### src/rtl/adc_align_pkg.sv
// Shared types and constants for the ADC frame aligner: FSM state encoding and default FR words.
package adc_align_pkg;

    typedef enum logic [2:0] {
        StSettle,
        StCheck,
        StSlip,
        StWait,
        StLocked,
        StError
    } align_state_e;

    // Default frame-clock words seen on a correctly aligned FR lane.
    localparam logic [7:0] FrPattern1Lane = 8'hFF;
    localparam logic [7:0] FrPattern2Lane = 8'hF0;

endpackage

### src/rtl/adc_lane_interleave.sv
// Combinational lane-to-sample bit interleaver for one ADC channel.
module adc_lane_interleave #(
    parameter int unsigned LANES = 2,
    parameter int unsigned SER_W = 8,
    parameter bit          SWAP  = 1'b0
) (
    input  logic [LANES*SER_W-1:0] lanes,
    output logic [LANES*SER_W-1:0] sample
);

    generate
        if (LANES == 2) begin : g_two_lane
            logic [SER_W-1:0] lane_a;
            logic [SER_W-1:0] lane_b;

            // Lane A carries the odd sample bits, lane B the even ones.
            assign lane_a = SWAP ? lanes[SER_W +: SER_W] : lanes[0 +: SER_W];
            assign lane_b = SWAP ? lanes[0 +: SER_W] : lanes[SER_W +: SER_W];

            for (genvar k = 0; k < SER_W; k++) begin : g_bit
                assign sample[2*k+1] = lane_a[k];
                assign sample[2*k]   = lane_b[k];
            end
        end else begin : g_one_lane
            assign sample = lanes;
        end
    endgenerate

endmodule

### src/rtl/adc_frame_aligner.sv
// Bitslip-driven frame aligner and sample assembler for multi-lane serial ADCs.
module adc_frame_aligner
    import adc_align_pkg::*;
#(
    parameter int unsigned       NUM_CH      = 2,
    parameter int unsigned       LANES       = 2,
    parameter int unsigned       SER_W       = 8,
    parameter logic [SER_W-1:0]  FR_PATTERN  = FrPattern2Lane,
    parameter int unsigned       SETTLE_CYC  = 16,
    parameter int unsigned       SLIP_WAIT   = 4,
    parameter int unsigned       LOCK_CHECKS = 4,
    parameter logic [NUM_CH-1:0] LANE_SWAP   = 'b10
) (
    input  logic                            clk_in,
    input  logic                            rst_n_in,
    input  logic                            align_req_in,
    input  logic [SER_W-1:0]                fr_word_in,
    input  logic [NUM_CH*LANES*SER_W-1:0]   data_word_in,
    output logic                            bitslip_out,
    output logic [NUM_CH*LANES*SER_W-1:0]   adc_out,
    output logic                            adc_valid_out,
    output logic                            locked_out,
    output logic                            align_err_out,
    output logic [$clog2(SER_W):0]          slip_count_out
);

    localparam int unsigned SAMPLE_W = LANES * SER_W;
    localparam int unsigned CntMax   = (SETTLE_CYC > SLIP_WAIT) ? SETTLE_CYC : SLIP_WAIT;
    localparam int unsigned CntW     = $clog2(CntMax + 1);
    localparam int unsigned MatchW   = $clog2(LOCK_CHECKS + 1);
    localparam int unsigned SlipW    = $clog2(SER_W) + 1;

    localparam logic [CntW-1:0]   SettleLast = CntW'(SETTLE_CYC - 1);
    localparam logic [CntW-1:0]   WaitLast   = CntW'(SLIP_WAIT - 1);
    localparam logic [MatchW-1:0] LockLast   = MatchW'(LOCK_CHECKS - 1);
    localparam logic [SlipW-1:0]  SlipMax    = SlipW'(SER_W);

    align_state_e                state_q;
    logic [CntW-1:0]             cnt_q;
    logic [MatchW-1:0]           match_q;
    logic                        miss_q;
    logic [SlipW-1:0]            slip_q;
    logic                        bitslip_q;
    logic                        locked_q;
    logic                        valid_q;
    logic                        err_q;
    logic [NUM_CH*SAMPLE_W-1:0]  adc_q;
    logic [NUM_CH*SAMPLE_W-1:0]  sample_next;
    logic                        fr_match;

    assign fr_match = (fr_word_in == FR_PATTERN);

    for (genvar c = 0; c < NUM_CH; c++) begin : g_ch
        adc_lane_interleave #(
            .LANES (LANES),
            .SER_W (SER_W),
            .SWAP  (LANE_SWAP[c])
        ) u_interleave (
            .lanes  (data_word_in[c*SAMPLE_W +: SAMPLE_W]),
            .sample (sample_next[c*SAMPLE_W +: SAMPLE_W])
        );
    end

    always_ff @(posedge clk_in or negedge rst_n_in) begin
        if (!rst_n_in) begin
            state_q   <= StSettle;
            cnt_q     <= '0;
            match_q   <= '0;
            miss_q    <= 1'b0;
            slip_q    <= '0;
            bitslip_q <= 1'b0;
            locked_q  <= 1'b0;
            valid_q   <= 1'b0;
            err_q     <= 1'b0;
            adc_q     <= '0;
        end else if (align_req_in) begin
            state_q   <= StSettle;
            cnt_q     <= '0;
            match_q   <= '0;
            miss_q    <= 1'b0;
            slip_q    <= '0;
            bitslip_q <= 1'b0;
            locked_q  <= 1'b0;
            valid_q   <= 1'b0;
            err_q     <= 1'b0;
        end else begin
            bitslip_q <= 1'b0;
            locked_q  <= 1'b0;
            valid_q   <= 1'b0;
            unique case (state_q)
                StSettle: begin
                    if (cnt_q == SettleLast) begin
                        cnt_q   <= '0;
                        state_q <= StCheck;
                    end else begin
                        cnt_q <= cnt_q + CntW'(1);
                    end
                end
                StCheck: begin
                    if (fr_match) begin
                        if (match_q == LockLast) begin
                            match_q <= '0;
                            miss_q  <= 1'b0;
                            state_q <= StLocked;
                        end else begin
                            match_q <= match_q + MatchW'(1);
                        end
                    end else begin
                        match_q <= '0;
                        if (slip_q == SlipMax) begin
                            err_q   <= 1'b1;
                            state_q <= StError;
                        end else begin
                            bitslip_q <= 1'b1;
                            state_q   <= StSlip;
                        end
                    end
                end
                StSlip: begin
                    if (slip_q != SlipMax) begin
                        slip_q <= slip_q + SlipW'(1);
                    end
                    cnt_q   <= '0;
                    state_q <= StWait;
                end
                StWait: begin
                    if (cnt_q == WaitLast) begin
                        cnt_q   <= '0;
                        state_q <= StCheck;
                    end else begin
                        cnt_q <= cnt_q + CntW'(1);
                    end
                end
                StLocked: begin
                    // One stray FR miss is forgiven; a second in a row drops lock.
                    if (fr_match || !miss_q) begin
                        miss_q   <= !fr_match;
                        locked_q <= 1'b1;
                        valid_q  <= 1'b1;
                        adc_q    <= sample_next;
                    end else begin
                        miss_q  <= 1'b0;
                        slip_q  <= '0;
                        state_q <= StCheck;
                    end
                end
                StError: begin
                    state_q <= StError;
                end
                default: begin
                    state_q <= StSettle;
                end
            endcase
        end
    end

    assign bitslip_out    = bitslip_q;
    assign adc_out        = adc_q;
    assign adc_valid_out  = valid_q;
    assign locked_out     = locked_q;
    assign align_err_out  = err_q;
    assign slip_count_out = slip_q;

endmodule

### config.mk
export PLATFORM = sky130hd
export DESIGN_NAME = adc_frame_aligner
export DESIGN_NICKNAME = d
export VERILOG_FILES = /design/src/rtl/adc_align_pkg.sv /design/src/rtl/adc_lane_interleave.sv /design/src/rtl/adc_frame_aligner.sv
export SDC_FILE = /design/constraint.sdc
export NUM_CORES = 1
export LEC_CHECK = 0
export ABC_AREA = 1
export ABC_CLOCK_PERIOD_IN_PS = 1900
export BUFFER_PORTS_ARGS = -buffer_cell sky130_fd_sc_hd__buf_2
export CELL_PAD_IN_SITES_DETAIL_PLACEMENT = 0
export CELL_PAD_IN_SITES_GLOBAL_PLACEMENT = 1
export CORE_ASPECT_RATIO = 0.9
export CORE_MARGIN = 4
export CORE_UTILIZATION = 37
export DETAILED_ROUTE_END_ITERATION = 10
export HOLD_SLACK_MARGIN = 0.1
export MAX_ROUTING_LAYER = met4
export PLACE_DENSITY = 0.79
export SLEW_MARGIN = 20
export SYNTH_ARGS = -nofsm -noshare
export SYNTH_HDL_FRONTEND = slang
export SYNTH_SLANG_ARGS = --single-unit
### constraint.sdc
create_clock -name clk_in -period 1.9 [get_ports clk_in]
set_input_delay 0.19 -clock clk_in [delete_from_list [all_inputs] [get_ports clk_in]]
set_output_delay 0.19 -clock clk_in [all_outputs]
set_load 0.01 [all_outputs]
==> impl_metrics.json <==
{
  "wl_per_cell_um": 11.9,
  "clock-sinks": 51,
  "grt_pass1_vias": 1986,
  "final_net_count": 452,
  "drv_slew": 0,
  "h-tree-depth": 2,
  "tightest_slew_ps": 456,
  "p_int_uw": 1940,
  "p_total_uw": 2880,
  "finalHoldViolations": 0,
  "antenna_found_initial": 0,
  "clk_path_buf_depth": 2,
  "yosysSeqAreaShare_pct": 50.2,
  "path_clk_slew_ps": 100,
  "crit_fanout": 4,
  "grt_usage_pct": 15.4,
  "grtUsageMet1_pct": 21.3,
  "drc_errors": 0,
  "gp_congestion": 0.824,
  "drt-initial-drc-count": 104,
  "cts_buffers": 5,
  "ys_warn_count": 0,
  "initial_core_util_pct": 38.4,
  "grt_most_used_layer": "met2",
  "switching_share_pct": 32.6,
  "cts_tree": "built",
  "clock_latency_ps": 300,
  "cp_data_required_time_ps": 2090,
  "hold_path.class": "input pin to flip-flop",
  "met2_usage_pct": 23.2,
  "ios": 83,
  "critPathLaunchType": "flip-flop",
  "max_clock_freq_ghz": 0.609,
  "ir_worst_vdd_mv": 0.441,
  "ys_seq_elements": 51,
  "antenna_left": 0,
  "p_comb_share_pct": 26.8,
  "hpwl_mm": 4.12,
  "worstSetupPathType": "flip-flop to flip-flop",
  "fillCellCount": 632,
  "use_met3_pct": 3.21,
  "fin_area_sq_mm": 0.00343,
  "clockPowerShare_pct": 26.1,
  "coreArea_sq_mm": 0.00662,
  "p_leak_uw": 0.00187,
  "cp.arrival_ps": 1840,
  "wirelength_mm": 5.90,
  "powerDensity_mw_per_mm2": 841,
  "status": "completed",
  "die_h_um": 86.6,
  "areaGrowthSynthToFinish_pct": 34.9,
  "syn-instance-count": 288,
  "dieArea_sq_mm": 0.00826,
  "cp-end-kind": "flip-flop",
  "io_buffers": 82,
  "finClkSkew_ps": 5.20,
  "fin_crit_ps": 1640,
  "rsz0062_at_grt": "no",
  "first_pass_iters": 4,
  "fp-row-count": 28,
  "fin_crit_sh_pct": 86.4,
  "syn-cell-area_sq_mm": 0.00254,
  "slew-limit-headroom_pct": 69.6,
  "p_seq_share_pct": 47.2,
  "vias": 2165,
  "finalSetupViolCount": 0,
  "viasPerCell": 4.38,
  "post_cts_resized": 0,
  "yosysUniqueCellTypes": 29,
  "drive_gt1_share_pct": 36.1,
  "placed_cell_area_sq_mm": 0.00299,
  "drv_cap": 0,
  "syn_nets": 337,
  "syn_avg_cell_area_sq_um": 8.83,
  "gr-total-overflow": 0,
  "grt_pass1_wl_mm": 9.73,
  "final.setup.tns_ps": 0,
  "cts_root_buf": "clkbuf_8",
  "dieWidth_um": 95.4,
  "diodes": 0,
  "grt_max_degree": 37,
  "holdWs_ps": 157,
  "p_switching_uw": 941
}
-- final timing paths --
kind	startpoint	to	slack [ps]	depth (start not counted)
worst max-delay path	cnt_q[0]$_DFFE_PN0P_	state_q[1]$_DFFE_PN0P_	260	11
worst min-delay path	align_req_in	align_err_out$_DFFE_PN0P_	160	2
worst max register to register	cnt_q[0]$_DFFE_PN0P_	state_q[1]$_DFFE_PN0P_	260	11
worst min register to register	adc_out[3]$_DFFE_PN0N_	adc_out[3]$_DFFE_PN0N_	480	2
max in group asynchronous	rst_n_in	adc_out[22]$_DFFE_PN0N_	930	3
min in group asynchronous	rst_n_in	match_q[0]$_DFFE_PN0P_	360	2
-- area by class of cell --
cell class / count / area, sq um / area share (%)
clock buffers: 5 / 68.8 / 2.01
clock inverters: 3 / 43.8 / 1.28
inverters: 20 / 82.6 / 2.41
multi-input cells: 208 / 1090 / 31.8
flip-flops and latches: 51 / 1280 / 37.2
well taps: 90 / 113 / 3.28
repair buffers: 117 / 756 / 22.0
-- power by group through the flow --
stage,registers [uW],clock network [uW],logic [uW]
finish,1360,752,772
global route,1390,830,885
CTS,1360,783,785
detailed placement,1380,0,731
global placement,1380,0,725
floorplan,1410,0,426
-- metrics by stage --
stage          util (%)  cells  worst slack, ps
6_report           51.8    494              258
5_1_grt            51.8    494             63.7
4_1_cts            51.8    494              239
3_5_place_dp       45.1    453              266
3_3_place_gp       45.1    453              321
2_1_floorplan         -    288              449
-- synth_stat cells (all sizes together) --
| cell | number | area (sq um) |
|---|---|---|
| nand2 | 143 | 648 |
| nand3 | 11 | 60.1 |
| o22ai | 2 | 12.5 |
| dfrtp | 51 | 1280 |
| buf | 9 | 92.6 |
| a2bb2oi | 1 | 8.76 |
| nand4 | 4 | 25.0 |
| a21oi | 4 | 23.8 |
| a31o | 1 | 8.76 |
| o21ai | 15 | 86.3 |
| a21boi | 1 | 7.51 |
| xor2 | 2 | 17.5 |
| ha | 6 | 75.1 |
| nand3b | 1 | 7.51 |
| nor2 | 17 | 110 |
| inv | 20 | 82.6 |
-- cell families (layout without fill, tap and decap cells) --
kind of cell | Yosys count | in the layout | share of synthesized area, %
fa+ha+maj | 6 | 6 | 2.95
buf+inv | 29 | 145 | 6.89
compound gates | 24 | 24 | 5.81
simple gates | 176 | 176 | 33.5
xor+xnor | 2 | 2 | 0.689
flops | 51 | 51 | 50.2
-- layer usage --
| metal | vias to the layer above | part of all wire [%] |
|---|---|---|
| li1 | 1126 | - |
| met1 | 990 | 46 |
| met2 | 45 | 48 |
| met3 | 4 | 4.6 |
| met4 | 0 | 0.78 |
| met5 | - | 0 |
-- placed cells by master (no fill, tap or decap), types with 2 or more instances in the layout --
master / instances
buf_2: 82
ha_1: 6
dfrtp_1: 51
nand4_1: 4
o21ai_0: 6
o22ai_1: 2
o21ai_1: 6
nor2_1: 12
xor2_1: 2
dlygate4sd3_1: 33
inv_2: 7
nor2_4: 4
clkbuf_8: 5
o21ai_2: 3
nand2_4: 2
buf_4: 2
nand3_1: 10
nand2_2: 32
inv_1: 12
nand2_1: 108
a21oi_1: 3
-- critical path: stages (launching register included) --
cell and delay [ps]:
dfrtp_1 390, ha_1 180, nand2_1 70, nor2_1 150, ha_1 190, nor2_1 40, nand2_1 90, nand2_1 70
nand2_1 110, nand3_2 110, nand2_1 90, nand2_1 50
-- registers in the layout, indices dropped and copies added, names as in the netlist --
| signal | flops |
|---|---|
| adc_out | 32 |
| cnt_q | 5 |
| slip_count_out | 4 |
| match_q | 3 |
| state_q | 3 |
| adc_valid_out | 1 |
| align_err_out | 1 |
| bitslip_out | 1 |
| miss_q | 1 |
-- what timing repair did --
| item | CTS | global route |
|---|---|---|
| hold buffers | 33 | 0 |
| endpoints found under the setup margin | 0 | 0 |
| hold endpoints to repair | 50 | 0 |
| setup buffers | 0 | 0 |
Note: power is estimated with default switching activity, not from simulation.
